==> src/rtl/piso_serializer_pkg.sv <==
// Shared types for the PISO serializer: FSM state encoding and
// the bit-counter width helper (CNT_W = $clog2(WIDTH)).
package piso_pkg;

    typedef enum logic {
        PISO_IDLE  = 1'b0,
        PISO_SHIFT = 1'b1
    } piso_state_t;

    localparam int PISO_DEF_WIDTH = 8;

    // Counter width for a given word width; at least one bit.
    function automatic int piso_cnt_w(input int width);
        return (width < 2) ? 1 : $clog2(width);
    endfunction

endpackage

==> src/rtl/piso_serializer_if.sv <==
// Producer handshake plus serial output bundle of piso_serializer.
// Ports: in_data/in_valid/in_ready (word side), ser_out/ser_active/word_done.
interface piso_serializer_if #(
    parameter int WIDTH = piso_pkg::PISO_DEF_WIDTH
) ();

    logic [WIDTH-1:0] in_data;
    logic             in_valid;
    logic             in_ready;
    logic             ser_out;
    logic             ser_active;
    logic             word_done;

    modport master (
        output in_data,
        output in_valid,
        input  in_ready,
        input  ser_out,
        input  ser_active,
        input  word_done
    );

    modport slave (
        input  in_data,
        input  in_valid,
        output in_ready,
        output ser_out,
        output ser_active,
        output word_done
    );

endinterface

==> src/rtl/piso_hold_buf.sv <==
// One-entry holding register that lets the next word wait during a shift.
// Ports: clk, rst_n, wr_en/wr_data (fill), rd_en/rd_data (drain), full.
module piso_hold_buf #(
    parameter int WIDTH = 8
) (
    input  logic             clk,
    input  logic             rst_n,
    input  logic             wr_en,
    input  logic [WIDTH-1:0] wr_data,
    input  logic             rd_en,
    output logic [WIDTH-1:0] rd_data,
    output logic             full
);

    logic [WIDTH-1:0] data_q;
    logic             full_q;

    always_ff @(posedge clk or negedge rst_n) begin
        if (!rst_n) begin
            data_q <= '0;
            full_q <= 1'b0;
        end else begin
            if (wr_en) begin
                data_q <= wr_data;
                full_q <= 1'b1;
            end else if (rd_en) begin
                full_q <= 1'b0;
            end
        end
    end

    assign rd_data = data_q;
    assign full    = full_q;

endmodule

==> src/rtl/piso_serializer.sv <==
// Parallel-in/serial-out stage feeding a WIDTH-deep SIPO, one bit per clk.
// Ports: clk, rst_n, bus (slave: in_data/in_valid/in_ready, ser_out/ser_active/word_done).
module piso_serializer
    import piso_pkg::*;
#(
    parameter int WIDTH     = 8,
    parameter int MSB_FIRST = 1
) (
    input  logic             clk,
    input  logic             rst_n,
    piso_serializer_if.slave bus
);

    localparam int CNT_W = piso_cnt_w(WIDTH);

    piso_state_t      state_q, state_d;
    logic [WIDTH-1:0] sreg_q, sreg_d;
    logic [CNT_W-1:0] cnt_q, cnt_d;
    logic             done_q, done_d;

    logic             hold_wr;
    logic             hold_rd;
    logic [WIDTH-1:0] hold_data;
    logic             hold_full;

    logic             accept;
    logic             last_bit;

    // Registered ready: no combinational path from in_valid.
    assign accept   = bus.in_valid & ~hold_full;
    assign last_bit = (cnt_q == CNT_W'(WIDTH - 1));

    function automatic logic [WIDTH-1:0] shift_once(input logic [WIDTH-1:0] s);
        if (MSB_FIRST != 0) return {s[WIDTH-2:0], 1'b0};
        else                return {1'b0, s[WIDTH-1:1]};
    endfunction

    piso_hold_buf #(
        .WIDTH(WIDTH)
    ) u_hold (
        .clk    (clk),
        .rst_n  (rst_n),
        .wr_en  (hold_wr),
        .wr_data(bus.in_data),
        .rd_en  (hold_rd),
        .rd_data(hold_data),
        .full   (hold_full)
    );

    always_ff @(posedge clk or negedge rst_n) begin
        if (!rst_n) begin
            state_q <= PISO_IDLE;
            sreg_q  <= '0;
            cnt_q   <= '0;
            done_q  <= 1'b0;
        end else begin
            state_q <= state_d;
            sreg_q  <= sreg_d;
            cnt_q   <= cnt_d;
            done_q  <= done_d;
        end
    end

    always_comb begin
        state_d = state_q;
        sreg_d  = sreg_q;
        cnt_d   = cnt_q;
        done_d  = 1'b0;
        hold_wr = 1'b0;
        hold_rd = 1'b0;
        case (state_q)
            PISO_IDLE: begin
                if (accept) begin
                    sreg_d  = bus.in_data;
                    cnt_d   = '0;
                    state_d = PISO_SHIFT;
                end
            end
            PISO_SHIFT: begin
                sreg_d = shift_once(sreg_q);
                cnt_d  = cnt_q + CNT_W'(1);
                if (last_bit) begin
                    // Word boundary: reload from hold, else bypass, else idle.
                    done_d = 1'b1;
                    cnt_d  = '0;
                    if (hold_full) begin
                        sreg_d  = hold_data;
                        hold_rd = 1'b1;
                    end else if (accept) begin
                        sreg_d = bus.in_data;
                    end else begin
                        state_d = PISO_IDLE;
                    end
                end else if (accept) begin
                    hold_wr = 1'b1;
                end
            end
        endcase
    end

    assign bus.in_ready   = ~hold_full;
    assign bus.ser_active = (state_q == PISO_SHIFT);
    assign bus.ser_out    = (state_q == PISO_SHIFT) &
                            ((MSB_FIRST != 0) ? sreg_q[WIDTH-1] : sreg_q[0]);
    assign bus.word_done  = done_q;

endmodule

==> src/flat_wrapper.sv <==
// flat-port wrapper written by rule: the top's interface ports become plain ports
module piso_serializer_flat import piso_pkg::*;
#(
    parameter int WIDTH     = 8,
    parameter int MSB_FIRST = 1
)
  (clk, rst_n, bus_in_data, bus_in_valid, bus_in_ready, bus_ser_out, bus_ser_active, bus_word_done);
  piso_serializer_if #(.WIDTH(WIDTH)) bus_i ();
  input  logic clk;
  input  logic rst_n;
  input wire logic [$bits(bus_i.in_data)-1:0] bus_in_data;
  input wire logic [$bits(bus_i.in_valid)-1:0] bus_in_valid;
  output wire logic [$bits(bus_i.in_ready)-1:0] bus_in_ready;
  output wire logic [$bits(bus_i.ser_out)-1:0] bus_ser_out;
  output wire logic [$bits(bus_i.ser_active)-1:0] bus_ser_active;
  output wire logic [$bits(bus_i.word_done)-1:0] bus_word_done;
  assign bus_i.in_data = bus_in_data;
  assign bus_i.in_valid = bus_in_valid;
  assign bus_in_ready = bus_i.in_ready;
  assign bus_ser_out = bus_i.ser_out;
  assign bus_ser_active = bus_i.ser_active;
  assign bus_word_done = bus_i.word_done;
  piso_serializer #(.WIDTH(WIDTH), .MSB_FIRST(MSB_FIRST)) u_core (.clk(clk), .rst_n(rst_n), .bus(bus_i));
endmodule
==> config.mk <==
export PLATFORM = sky130hd
export DESIGN_NAME = piso_serializer_flat
export DESIGN_NICKNAME = d
export VERILOG_FILES = /design/src/rtl/piso_serializer_pkg.sv /design/src/rtl/piso_serializer_if.sv /design/src/rtl/piso_hold_buf.sv /design/src/rtl/piso_serializer.sv /design/src/flat_wrapper.sv
export SDC_FILE = /design/constraint.sdc
export NUM_CORES = 1
export LEC_CHECK = 0
export CAP_MARGIN = 30
export CORE_ASPECT_RATIO = 1.1
export CORE_UTILIZATION = 25
export CTS_BUF_LIST = sky130_fd_sc_hd__clkbuf_4 sky130_fd_sc_hd__clkbuf_8
export CTS_CLUSTER_DIAMETER = 60
export CTS_CLUSTER_SIZE = 16
export DETAILED_ROUTE_END_ITERATION = 7
export GPL_TIMING_DRIVEN = 0
export PLACE_DENSITY = 0.47
export SYNTH_ARGS = -nofsm -noshare
export SYNTH_HDL_FRONTEND = slang
export SYNTH_SLANG_ARGS = --single-unit
==> constraint.sdc <==
create_clock -name clk -period 2.3 [get_ports clk]
set_input_delay 0.345 -clock clk [delete_from_list [all_inputs] [get_ports clk]]
set_output_delay 0.345 -clock clk [all_outputs]
set_load 0.005 [all_outputs]
; ---- Word level (Yosys, flattened, before mapping)
; Index checks and enable logic that the tools add are counted.
[totals]
ff_bits = 22
word_cells = 35
in_bits = 11
output_inout_bits = 4
[classes]
bitwise = 4
muxes = 21
reduce_logical = 1
addsub = 1
n_eq_ne = 2
[ops]
columns = operator, n
row1 = two-way mux 8 bit, 4
row2 = one-hot mux 8 bit (2 select lines), 1
row3 = two-way mux 1 bit, 12
row4 = two-way mux 3 bit, 2
row5 = one-hot mux 3 bit (2 select lines), 1
row6 = adder 3 x 1 -> 3 bit (second input constant), 1
row7 = == test 3 bit (second input constant), 1
row8 = AND 1 bit, 2
row9 = != test 2 x 1 -> 1 bit (second input constant), 1
row10 = inverter 1 bit, 2
row11 = one-hot mux 1 bit (2 select lines), 1
row12 = nonzero test 2 bit, 1

; ---- Depth between registers and ports, before layout
; Gate-level depths: netlist (run 1).
[logic_depth]
depth_word = 6
mapped_depth = 6

; ---- By module
; A second synthesis (run 1) with hierarchy kept.
[hier_totals]
cells_unflattened = 105
area_unflattened_um2 = 1186.1
[modules_own_cells]
columns = mod, n_inst, area_each_um2, cells_per_inst, seq_area_each_um2
row1 = piso_serializer, 1, 817.0, 85, 325.3
row2 = piso_hold_buf, 1, 369.1, 20, 225.2

; ---- Least setup slack after synthesis (run 1)
; No wires, ideal clock.
[synth_timing]
path_kind = flip-flop to flip-flop
from = register u_core.cnt_q[0]
to = register u_core.u_hold.data_q[0], in the netlist u_core.u_hold.rd_data[0]
path_stages_with_launch = 6
required_ns = 2.175
slack_ns = 0.677
path_buffers = 0
arrival_time_ns = 1.497
cell_sequence = dfrtp_1 ha_1 ha_1 nand2b_1 nor2_8 mux2_4
[synth_via]
elab_chain_len = 3
[synth_lines]
columns = item, line_no
row1 = from (decl), piso_serializer.sv:18  ; logic [CNT_W-1:0] cnt_q, cnt_d;
row2 = from (signal assigned), piso_serializer.sv:59  ; cnt_q <= cnt_d;
row3 = == test 3 bit, piso_serializer.sv:31  ; assign last_bit = (cnt_q == CNT_W'(WIDTH - 1));
row4 = two-way mux 1 bit, piso_serializer.sv:82  ; if (last_bit) begin
row5 = two-way mux 1 bit, piso_serializer.sv:71  ; case (state_q)
row6 = to (signal assigned), piso_hold_buf.sv:24  ; data_q <= wr_data;
row7 = to (decl), piso_hold_buf.sv:15  ; logic [WIDTH-1:0] data_q;
; Every way passes these cells.
; A chain may end at the register's enable or synchronous reset.

; ---- Final worst setup path (run 1)
[layout_timing]
from = register u_core.state_q, in the netlist u_core.bus.ser_active
to = output bus_ser_out
[layout_via]
elab_chain_len = 1
[layout_lines]
columns = item, line_no
row1 = from (decl), piso_serializer.sv:16  ; piso_state_t state_q, state_d;
row2 = from (signal assigned), piso_serializer.sv:57  ; state_q <= state_d;
row3 = AND 1 bit, piso_serializer.sv:103  ; assign bus.ser_out = (state_q == PISO_SHIFT) &
row4 = to (decl), flat_wrapper.sv:14  ; output wire logic [$bits(bus_i.ser_out)-1:0] bus_ser_out;
; Every way passes these cells.

==> qor.csv, run 1 <==
stage,metric,value,unit
outcome,outcome,"complete, no violations",
synthesis,mux share of post-synthesis cell area,16.90,%
critical_path,type of the worst setup path,reg2out,
cts,root buffer cell,sky130_fd_sc_hd__clkbuf_8,
cts,TritonCTS clock tree,built,
grt,vias in the first global route,899,
floorplan,cell row count,25,
sta,Fmax,0.4644,GHz
floorplan,initial standard-cell utilization of the core,26.87,%
grt,global-route total usage across every layer,12.64,%
route,First-pass DRT Iterations,4,
floorplan,placeable core region,4410,um2
cts,clock slew at the register clock pins of the worst setup and hold paths,0.08,ns
critical_path,WP data arrival,1.81,ns
cells_and_area,FF/Latch Area,550.5,um2
power_and_ir_drop,worst vdd ir,0.0004777,V
sta,final critical-path setup slack,0.1467,ns
grt,leftover overflow at the end of global routing,0,
cells_and_area,share of post-route cells with drive strength above 1,17.80,%
synthesis,distinct cell type count of the synthesized netlist,24,
cells_and_area,number of filler cells placed in the layout,445,
job,max-cap violations,0,
cells_and_area,layout overhead on the synthesized area,23.34,%
synthesis,dominant combinational cell family by area after synthesis,multiplexers,
place,global placement routability congestion,0.7498,
cts,Resized Gates After CTS,0,
synthesis,largest cells by area after synthesis,"sky130_fd_sc_hd__dfrtp_1, sky130_fd_sc_hd__mux2_4, sky130_fd_sc_hd__mux2i_1, sky130_fd_sc_hd__and4_1, sky130_fd_sc_hd__o211ai_1",
cells_and_area,net total in the final layout,134,
route,Antenna Nets Post-Route,0,
synthesis,Synth Net Count,114,
critical_path,setup slack on the worst flop-to-flop path,0.45,ns
cts,number of buffers inserted for hold repair after clock tree synthesis,0,
sta,Least-Margin Pin Slew,0.5788,ns
place,DP Worst Slack,0.4355,ns
critical_path,cell depth of the worst flop-to-flop path,6,
route,number of DRC violations after detailed routing,0,
route,wire per inst,15.83,um
cells_and_area,final instance count without filler cells,172,
sta,setup repair after global routing missed its margin,false,
sta,hold slack,0.3989,ns
cts,number of H-tree levels,1,
synthesis,post-synthesis xor/xnor area fraction,0,%
grt,initial antenna violation count,0,
power_and_ir_drop,Leak Pwr,0.6225,nW
cts,Num CTS Buffers,3,
floorplan,height of the die,74.21,um
critical_path,Worst setup EP type,output pin,
sta,final count of hold timing violations,0,
grt,pin count of the biggest net entering global routing,16,
floorplan,die boundary width,67.64,um
cells_and_area,area of the multi-input gates,553.0,um2
cts,maximum clock path buffer count,2,
synthesis,adder-cell area share of the yosys netlist,3.168,%
cts,clock net sink count,22,
min_path,worst hold path type,in2async,
floorplan,boundary pin count,15,
synthesis,Syn. warnings,0,
synthesis,area share of and/or/nand/nor cells after synthesis,14.15,%
synthesis,mapped cell area,1185,um2
synthesis,sequential cell area fraction in the yosys report,46.46,%
route,1st-iter DRT viols,60,
place,count of input and output buffers,14,
synthesis,top-area cell type share of the netlist area,46.46,%
sta,Slew Limit Headroom,61.15,%
synthesis,cell accounting for the most synthesized area,sky130_fd_sc_hd__dfrtp_1,
sta,portion of the clock cycle consumed by the worst path in the final layout,93.62,%
critical_path,capture instance of the worst register-to-register path,u_core.sreg_q[1],
cells_and_area,final antenna diode count,0,
critical_path,endpoint required time on the critical path,1.96,ns
synthesis,share of the synthesized area in compound gates (AO/OA/AOI/OAI),12.46,%
critical_path,startpoint type of the worst setup path,register,
critical_path,CP Max Fanout,10,
sta,Total Negative Setup Slacks,0,ns
place,number of instances in the placed design,169,
route,routed via count divided by cell count,4.919,
floorplan,full die area,5019,um2
cts,post-CTS repair timing setup buffer count,0,
sta,pins over their slew limit,0,
route,total wirelength of the detailed-routed design,2.723,mm
sta,time the final worst path needs with I/O delays and setup,2.153,ns
critical_path,startpoint of the worst register-to-register path,u_core.cnt_q[0],
grt,global-route wire length before repair,4.485,mm
power_and_ir_drop,Power Dens Cells,1198,nW/um2
synthesis,Synth Register Bits,22,
sta,Finish-stage setup viols,0,
synthesis,Synth Instances,100,
synthesis,mean post-synth cell area,11.85,um2
cts,"Clk Latency, worst-skew pair",0.26,ns
sta,clock skew,0.005541,ns
route,vias after detailed routing,846,
critical path, cell delays in order (launching register included):
cell and delay, ns:
sky130_fd_sc_hd__dfrtp_1 0.39, sky130_fd_sc_hd__buf_2 0.23, sky130_fd_sc_hd__buf_2 0.28, sky130_fd_sc_hd__and2_1 0.16, sky130_fd_sc_hd__clkdlybuf4s50_1 0.49
area by class of cell:
type / count / share of cell area (%)
timing repair buffer: 15 / 11.47
sequential: 22 / 37.67
multi-input combinational: 66 / 37.84
tap: 54 / 4.623
buffer: 8 / 4.538
inverter: 4 / 1.027
clock buffer: 3 / 2.825
where the power goes:
group | internal, mW | leakage [nW] | switching [mW] | total (mW)
clock network | 0.117 | 0.0216 | 0.127 | 0.244
registers | 0.560 | 0.270 | 0.0950 | 0.655
logic | 0.432 | 0.331 | 0.420 | 0.853
cells in the mapped netlist:
cell                       instances
sky130_fd_sc_hd__nor2b_1           1
sky130_fd_sc_hd__o211ai_2          1
sky130_fd_sc_hd__o21ai_1           1
sky130_fd_sc_hd__and4_1            7
sky130_fd_sc_hd__dfrtp_1          22
sky130_fd_sc_hd__o211ai_1          6
sky130_fd_sc_hd__buf_12            1
sky130_fd_sc_hd__nand2b_1          2
sky130_fd_sc_hd__nand3_1           7
sky130_fd_sc_hd__ha_1              3
sky130_fd_sc_hd__nand2_1           5
sky130_fd_sc_hd__nor2_8            1
sky130_fd_sc_hd__clkbuf_1          1
sky130_fd_sc_hd__o22ai_1           3
sky130_fd_sc_hd__o21ai_0           3
sky130_fd_sc_hd__mux2i_1           8
sky130_fd_sc_hd__a22oi_1           1
sky130_fd_sc_hd__mux2_4            8
sky130_fd_sc_hd__inv_1             4
sky130_fd_sc_hd__nand3b_1          1
sky130_fd_sc_hd__and2_1            1
sky130_fd_sc_hd__buf_2             4
sky130_fd_sc_hd__buf_6             2
sky130_fd_sc_hd__a31oi_1           7
state kept, by name, summed over array words and instances (netlist names):
| register | count |
|---|---|
| u_core.bus.word_done | 1 |
| u_core.sreg_q | 8 |
| u_core.u_hold.full | 1 |
| u_core.bus.ser_active | 1 |
| u_core.cnt_q | 3 |
| u_core.u_hold.rd_data | 8 |
stage by stage:
stage / instance area [um2] / total power, mW / util (%)
after floorplan: 1185 / 1.253 / -
after global placement: 1393 / 1.491 / 31.57
after detailed placement: 1420 / 1.520 / 32.20
after CTS: 1461 / 1.775 / 33.13
after global routing: 1461 / 1.888 / 33.13
final: 1461 / 1.751 / 33.13
placed cells by master (no fill, tap or decap), drive strengths merged:
| cell type | netlist | routed |
|---|---|---|
| ha | 3 | 3 |
| nand3b | 1 | 1 |
| o22ai | 3 | 3 |
| inv | 4 | 4 |
| mux2i | 8 | 8 |
| nor2b | 1 | 1 |
| a22oi | 1 | 1 |
| a31oi | 7 | 7 |
| nand3 | 7 | 7 |
| buf | 7 | 8 |
| clkbuf | 1 | 4 |
| and2 | 1 | 1 |
| dfrtp | 22 | 22 |
| clkdlybuf4s50 | 0 | 14 |
| nand2b | 2 | 2 |
| and4 | 7 | 7 |
| nand2 | 5 | 5 |
| o211ai | 7 | 7 |
| mux2 | 8 | 8 |
| nor2 | 1 | 1 |
| o21ai | 4 | 4 |
how the worst max path moves through the flow:
stage,startpoint,slack (ns),end,cells past startpoint
3_5_place_dp,u_core.bus.ser_active,0.44,bus_ser_out,4
3_3_place_gp,u_core.bus.ser_active,0.41,bus_ser_out,4
2_1_floorplan,u_core.cnt_q[0],0.68,u_core.u_hold.rd_data[0],5
4_1_cts,u_core.bus.ser_active,0.14,bus_ser_out,4
5_1_grt,u_core.bus.ser_active,0.07,bus_ser_out,4
6_report,u_core.bus.ser_active,0.15,bus_ser_out,4
cells by family (layout without fill, tap and decap cells):
| group | Yosys count | in the layout |
|---|---|---|
| buffers and inverters | 12 | 30 |
| adder cells (fa/ha/maj) | 3 | 3 |
| flip-flops | 22 | 22 |
| multiplexers | 16 | 16 |
| AND/OR/NAND/NOR | 25 | 25 |
| AO/OA/AOI/OAI | 22 | 22 |
per-layer routing:
metal | track usage, % | routed length [um]
met1 | 17.95 | 1346
met2 | 18.15 | 1197
met3 | 2.301 | 123
met4 | 6.383 | 56
met5 | 0 | 0
Power figures use the tool's default switching activity.
==> run 2, diff against run 1 <==
- CAP_MARGIN: 30 -> not set
==> qor.csv, run 2 (synthesis gave the netlist of run 1 again) <==
stage,metric,value,unit,change
place,DP Worst Slack,0.4229,ns,-0.01256 ns
sta,time the final worst path needs with I/O delays and setup,2.164,ns,+0.01072 ns
sta,Finish-stage setup viols,0,,unchanged
power_and_ir_drop,overall power after layout,1.748,mW,-0.22%
critical_path,cell depth of the worst flop-to-flop path,6,,unchanged
critical_path,endpoint of the most critical setup path,bus_ser_out,,
critical_path,type of the worst setup path,reg2out,,
sta,final count of hold timing violations,0,,unchanged
route,1st-iter DRT viols,71,,+18%
power_and_ir_drop,Leak Pwr,0.6098,nW,-2.0%
cts,root buffer cell,sky130_fd_sc_hd__clkbuf_8,,
cts,number of buffers inserted for hold repair after clock tree synthesis,0,,unchanged
place,count of input and output buffers,14,,unchanged
grt,vias in the first global route,874,,-2.8%
cells_and_area,final antenna diode count,0,,unchanged
cts,TritonCTS clock tree,built,,
floorplan,height of the die,74.21,um,unchanged
critical_path,ordered cell list for the critical path,"buf_2, buf_2, and2_1, clkdlybuf4s50_1",,
critical_path,capture instance of the worst register-to-register path,u_core.sreg_q[7],,
cts,maximum clock path buffer count,2,,unchanged
route,number of DRC violations after detailed routing,0,,unchanged
grt,initial antenna violation count,0,,unchanged
cts,"Clk Latency, worst-skew pair",0.26,ns,about the same
floorplan,placeable core region,4410,um2,unchanged
critical_path,Crit path largest cell delay,0.49,ns,about the same
power_and_ir_drop,Power Dens Cells,1219,nW/um2,+1.7%
cts,Resized Gates After CTS,0,,unchanged
critical_path,depth of the critical timing path with buffers and inverters included,4,,unchanged
sta,Total Negative Setup Slacks,0,ns,unchanged
cts,clock net sink count,22,,unchanged
job,max-cap violations,0,,unchanged
sta,pins over their slew limit,0,,unchanged
grt,global-route total usage across every layer,12.36,%,-0.28 points
critical_path,CP Max Fanout,10,,unchanged
cells_and_area,layout overhead on the synthesized area,21.01,%,
sta,Fmax,0.4621,GHz,-0.50%
critical_path,Worst setup EP type,output pin,,
cells_and_area,final instance count without filler cells,171,,-0.58%
cts,number of H-tree levels,1,,unchanged
critical_path,startpoint type of the worst setup path,register,,
route,wire per inst,15.98,um,+0.92%
sta,setup repair after global routing missed its margin,false,,
sta,final critical-path setup slack,0.1360,ns,-0.01072 ns
cells_and_area,"most common cell after layout, fill and taps aside",sky130_fd_sc_hd__dfrtp_1,,
critical_path,start point of the critical path,u_core.bus.ser_active,,
cells_and_area,number of filler cells placed in the layout,447,,+0.45%
cts,post-CTS repair timing setup buffer count,0,,unchanged
route,total wirelength of the detailed-routed design,2.732,mm,+0.33%
floorplan,initial standard-cell utilization of the core,26.87,%,unchanged
grt,pin count of the biggest net entering global routing,23,,+7
cells_and_area,area of the multi-input gates,553.0,um2,unchanged
cts,clock slew at the register clock pins of the worst setup and hold paths,0.08,ns,about the same
route,routed via count divided by cell count,5.064,,+3.0%
floorplan,full die area,5019,um2,unchanged
route,vias after detailed routing,866,,+2.4%
floorplan,die boundary width,67.64,um,unchanged
power_and_ir_drop,worst vdd ir,0.0004724,V,-1.1%
critical_path,endpoint required time on the critical path,1.96,ns,about the same
cells_and_area,"leading cell types in the layout, fill and taps excluded","sky130_fd_sc_hd__dfrtp_1, sky130_fd_sc_hd__clkdlybuf4s50_1, sky130_fd_sc_hd__mux2_4, sky130_fd_sc_hd__mux2i_1",,
outcome,outcome,"complete, no violations",,
cells_and_area,share of post-route cells with drive strength above 1,17.09,%,-0.70 points
critical_path,CP max-delay cell,sky130_fd_sc_hd__clkdlybuf4s50_1,,
place,Detail Placement HPWL,1.805,mm,
place,global placement routability congestion,0.7498,,unchanged
min_path,Hold Path Origin,u_core.u_hold.rd_data[4],,
critical_path,Bufs and invs on worst path,3,,unchanged
sta,Least-Margin Pin Slew,1.012,ns,+0.4335 ns
route,Antenna Nets Post-Route,0,,unchanged
grt,leftover overflow at the end of global routing,0,,unchanged
route,First-pass DRT Iterations,4,,unchanged
cells_and_area,FF/Latch Area,550.5,um2,unchanged
place,number of instances in the placed design,168,,-0.59%
sta,clock skew,0.0007593,ns,-0.004781 ns
floorplan,boundary pin count,15,,unchanged
critical_path,cell type with the highest occurrence count on the critical path,sky130_fd_sc_hd__buf_2,,
critical_path,setup slack on the worst flop-to-flop path,0.47,ns,+0.02 ns
floorplan,cell row count,25,,unchanged
sta,Slew Limit Headroom,32.30,%,-29 points
cells_and_area,net total in the final layout,133,,-0.75%
sta,portion of the clock cycle consumed by the worst path in the final layout,94.09,%,+0.47 points
critical_path,startpoint of the worst register-to-register path,u_core.cnt_q[0],,
cts,Num CTS Buffers,3,,unchanged
grt,global-route wire length before repair,4.498,mm,+0.29%
critical_path,critical path's top delay family,buffers and inverters,,
min_path,worst hold path type,reg2reg,,
critical_path,WP data arrival,1.82,ns,about the same
==> run 2: changes by cell type in the layout (fill, tap and decap cells not counted), sizes merged <==
| cell | delta |
|---|---|
| buf | -1 |
==> run 2: worst min path at each step <==
| stage | endpoint | slack [ns] | cells after the start |
|---|---|---|---|
| finish | u_core.u_hold.rd_data[4] | 0.51 | 1 |
| global route | u_core.u_hold.rd_data[6] | 0.54 | 1 |
| CTS | u_core.u_hold.rd_data[7] | 0.51 | 1 |
| detailed placement | u_core.u_hold.rd_data[2] | 0.49 | 1 |
| global placement | u_core.cnt_q[0] | 0.49 | 1 |
| floorplan | u_core.bus.ser_active | 0.05 | 0 |
==> run 2: per-layer routing <==
| layer | global-route usage (%) | up-vias | routed length (um) |
|---|---|---|---|
| met5 | 0 | - | 0 |
| met4 | 5.674 | 0 | 44 |
| met3 | 1.994 | 4 | 147 |
| met2 | 18.26 | 26 | 1285 |
| met1 | 17.49 | 429 | 1255 |
| li1 | - | 407 | - |
==> run 2: final cells by class <==
class,count,area share [%]
Multi-Input combinational cell,66,38.57
Sequential cell,22,38.39
Timing Repair Buffer,14,9.773
Tap cell,54,4.712
Buffer,8,4.625
Clock buffer,3,2.880
Inverter,4,1.047
==> run 2: report_power, final <==
group / total, mW / internal (mW) / switching, mW
clock: 0.241 / 0.117 / 0.124
sequential: 0.660 / 0.560 / 0.0999
combinational: 0.847 / 0.426 / 0.421
==> run 2: through the flow <==
step                      area [um2]  util (%)  hold slack, ns
final                           1434     32.51          0.5097
after global routing            1434     32.51          0.5397
after CTS                       1434     32.51          0.5140
after detailed placement        1393     31.57          0.4936
after global placement          1393     31.57          0.4899
after floorplan                 1185         -         0.04941
==> run 2: worst reg2reg max path: stages (launching register included) <==
cell	delay, ns
sky130_fd_sc_hd__dfrtp_1	0.40
sky130_fd_sc_hd__ha_1	0.23
sky130_fd_sc_hd__ha_1	0.30
sky130_fd_sc_hd__buf_2	0.24
sky130_fd_sc_hd__o21ai_1	0.32
sky130_fd_sc_hd__nand3_1	0.15
sky130_fd_sc_hd__o211ai_1	0.11
==> run 3, diff against run 2 <==
- ABC_AREA: not set -> 1
- CTS_CLUSTER_SIZE: 16 -> 40
- RECOVER_POWER: not set -> 50
==> qor.csv, run 3 <==
stage,metric,value,unit,change
floorplan,boundary pin count,15,,unchanged
cts,"Clk Latency, worst-skew pair",0.26,ns,about the same
synthesis,mean post-synth cell area,7.573,um2,-36%
critical_path,capture instance of the worst register-to-register path,u_core.u_hold.rd_data[5],,
cells_and_area,share of the core filled with cells in the final layout,32.12,%,-0.40 points
place,Detail Placement HPWL,1.780,mm,-1.4%
cts,clock net sink count,22,,unchanged
route,wire per inst,11.33,um,-29%
cells_and_area,final antenna diode count,0,,unchanged
cells_and_area,"leading cell types in the layout, fill and taps excluded","sky130_fd_sc_hd__nand2_1, sky130_fd_sc_hd__dfrtp_1, sky130_fd_sc_hd__nand3_1",,
synthesis,main flop type after synthesis,sky130_fd_sc_hd__dfrtp_1,,
critical_path,startpoint type of the worst setup path,input port,,
synthesis,largest cells by area after synthesis,"sky130_fd_sc_hd__dfrtp_1, sky130_fd_sc_hd__nand2_1, sky130_fd_sc_hd__nand3_1, sky130_fd_sc_hd__inv_1, sky130_fd_sc_hd__ha_1",,
synthesis,Synth Register Bits,22,,unchanged
cts,Resized Gates After CTS,0,,unchanged
cells_and_area,"most common cell after layout, fill and taps aside",sky130_fd_sc_hd__nand2_1,,
critical_path,setup slack on the worst flop-to-flop path,0.61,ns,+0.14 ns
floorplan,full die area,4849,um2,-3.4%
grt,global-route wire length before repair,4.333,mm,-3.7%
cells_and_area,share of post-route cells with drive strength above 1,8.284,%,-8.8 points
synthesis,most frequent cell after synthesis,sky130_fd_sc_hd__nand2_1,,
sta,Fmax,0.5347,GHz,+16%
grt,pin count of the biggest net entering global routing,23,,unchanged
power_and_ir_drop,Leak Pwr,0.7636,nW,+25%
route,total wirelength of the detailed-routed design,2.526,mm,-7.5%
power_and_ir_drop,overall power after layout,1.598,mW,-8.6%
route,Antenna Nets Post-Route,0,,unchanged
route,vias after detailed routing,935,,+8.0%
synthesis,commonest cells in the netlist,"sky130_fd_sc_hd__nand2_1, sky130_fd_sc_hd__dfrtp_1, sky130_fd_sc_hd__nand3_1, sky130_fd_sc_hd__inv_1",,
sta,setup repair after global routing missed its margin,false,,
critical_path,endpoint required time on the critical path,2.50,ns,+0.54 ns
cts,clock slew at the register clock pins of the worst setup and hold paths,0.08,ns,about the same
place,count of input and output buffers,14,,unchanged
sta,pins over their slew limit,0,,unchanged
synthesis,cell accounting for the most synthesized area,sky130_fd_sc_hd__dfrtp_1,,
synthesis,Synth Instances,151,,+51%
synthesis,Synth Net Count,165,,+45%
sta,Finish-stage setup viols,0,,unchanged
synthesis,distinct cell type count of the synthesized netlist,20,,-17%
critical_path,Crit path largest cell delay,0.61,ns,+0.12 ns
synthesis,top-area cell type share of the netlist area,48.14,%,+1.7 points
sta,clock skew,0.005715,ns,+0.004955 ns
route,First-pass DRT Iterations,4,,unchanged
critical_path,cell depth of the worst flop-to-flop path,5,,-1
critical_path,endpoint of the most critical setup path,u_core.u_hold.rd_data[5],,
sta,Slew Limit Headroom,31.77,%,-0.53 points
outcome,outcome,"complete, no violations",,
critical_path,Worst setup EP type,register,,
critical_path,CP max-delay cell,sky130_fd_sc_hd__nor2_1,,
cells_and_area,number of filler cells placed in the layout,474,,+6.0%
sta,Total Negative Setup Slacks,0,ns,unchanged
place,Placed Instance Area,1351,um2,-3.0%
cts,number of buffers inserted for hold repair after clock tree synthesis,0,,unchanged
sta,final count of hold timing violations,0,,unchanged
route,number of DRC violations after detailed routing,0,,unchanged
place,global placement routability congestion,0.7382,,-1.5%
synthesis,Syn. warnings,0,,unchanged
synthesis,number of enable flip-flop cells after synthesis,0,,unchanged
synthesis,sequential cell area fraction in the yosys report,48.14,%,+1.7 points
critical_path,startpoint of the worst register-to-register path,u_core.u_hold.full,,
cts,TritonCTS clock tree,built,,
synthesis,mapped cell area,1144,um2,-3.5%
critical_path,CP Max Fanout,10,,unchanged
cells_and_area,final instance count without filler cells,223,,+30%
critical_path,start point of the critical path,bus_in_valid,,
floorplan,placeable core region,4348,um2,-1.4%
min_path,worst hold path type,reg2reg,,
grt,global-route total usage across every layer,12.12,%,-0.23 points
critical_path,WP data arrival,2.07,ns,+0.25 ns
cells_and_area,layout overhead on the synthesized area,22.10,%,
route,1st-iter DRT viols,22,,-69%
floorplan,die boundary width,66.49,um,-1.7%
floorplan,initial standard-cell utilization of the core,26.30,%,-0.56 points
cells_and_area,net total in the final layout,184,,+38%
cts,number of H-tree levels,1,,unchanged
cts,Num CTS Buffers,3,,unchanged
place,number of instances in the placed design,219,,+30%
power_and_ir_drop,Power Dens Cells,1144,nW/um2,-6.1%
cells_and_area,FF/Latch Area,550.5,um2,unchanged
power_and_ir_drop,worst vdd ir,0.0003296,V,-30%
sta,Least-Margin Pin Slew,1.020,ns,+0.007764 ns
floorplan,height of the die,72.94,um,-1.7%
grt,vias in the first global route,946,,+8.2%
grt,leftover overflow at the end of global routing,0,,unchanged
critical_path,cell type with the highest occurrence count on the critical path,sky130_fd_sc_hd__nand2_1,,
cts,maximum clock path buffer count,2,,unchanged
synthesis,asr flop ratio synth,100.0,%,unchanged
grt,initial antenna violation count,0,,unchanged
cells_and_area,final design instance area without fill,1396,um2,-2.6%
sta,time the final worst path needs with I/O delays and setup,1.870,ns,-0.2939 ns
cts,root buffer cell,sky130_fd_sc_hd__clkbuf_8,,
sta,portion of the clock cycle consumed by the worst path in the final layout,81.31,%,-13 points
cells_and_area,area of the multi-input gates,485.5,um2,-12%
critical_path,type of the worst setup path,in2reg,,
route,routed via count divided by cell count,4.193,,-17%
job,max-cap violations,0,,unchanged
floorplan,cell row count,25,,unchanged
critical_path,ordered cell list for the critical path,"clkdlybuf4s50_1, inv_2, nor2_1, nand2_4, clkinv_4, nand2_1, nand2_1",,
cts,post-CTS repair timing setup buffer count,0,,unchanged
==> run 3: changes by cell type in the layout (fill, tap and decap cells not counted), sizes merged, moves of 8 or more <==
cell and change:
mux2 -8, inv +11, nand3 +12, nand2 +76, mux2i -8
==> run 3: worst min-delay path by stage <==
stage	cells past startpoint	end	startpoint	slack (ns)
2_1_floorplan	0	u_core.bus.ser_active	rst_n	0.05
3_3_place_gp	2	u_core.u_hold.rd_data[4]	u_core.u_hold.rd_data[4]	0.47
3_5_place_dp	2	u_core.u_hold.rd_data[0]	u_core.u_hold.rd_data[0]	0.47
4_1_cts	2	u_core.u_hold.rd_data[0]	u_core.u_hold.rd_data[0]	0.49
5_1_grt	2	u_core.u_hold.rd_data[0]	u_core.u_hold.rd_data[0]	0.51
6_report	2	u_core.u_hold.rd_data[5]	u_core.u_hold.rd_data[5]	0.49
==> run 3: where the power goes <==
group | leakage [nW] | switching, mW | internal (mW)
Combinational | 0.457 | 0.401 | 0.264
Sequential | 0.277 | 0.102 | 0.548
Clock | 0.0288 | 0.130 | 0.153
Total | 0.764 | 0.633 | 0.965
==> run 3: kinds of logic (layout without fill, tap and decap cells) <==
kind of cell               count (synthesis)  in the layout  share of synthesized area, %
buffers and inverters                     19             37                         8.534
AOI/OAI and AO/OA                          4              4                         1.968
DFF                                       22             22                         48.14
and+or+nand+nor                          103            103                         38.07
adders and majority gates                  3              3                         3.283
==> run 3: routing by layer <==
| layer | up-vias | routed length [um] | GRT usage (%) |
|---|---|---|---|
| met2 | 8 | 1296 | 21.88 |
| met1 | 427 | 1164 | 14.70 |
| li1 | 498 | - | - |
| met5 | - | 0 | 0 |
| met4 | 0 | 14 | 3.546 |
| met3 | 2 | 51 | 1.875 |
==> run 3: metrics by stage <==
step           hold WS [ns]  worst slack (ns)
2_1_floorplan       0.04941            0.9772
3_3_place_gp         0.4660            0.5803
3_5_place_dp         0.4682            0.5737
4_1_cts              0.4915            0.4528
5_1_grt              0.5101            0.3165
6_report             0.4880            0.4299
==> run 3: cell type report <==
type / instances / share of cell area [%]
tap: 54 / 4.839
buffer: 3 / 2.330
clock buffer: 4 / 3.943
multi-input combinational: 110 / 34.77
timing repair buffer: 14 / 10.04
sequential: 22 / 39.43
inverter: 16 / 4.659
==> run 3: critical path, delay by kind of cell <==
family	cells	cell delay, ns
simple gates	4	0.96
buf+inv	3	0.75
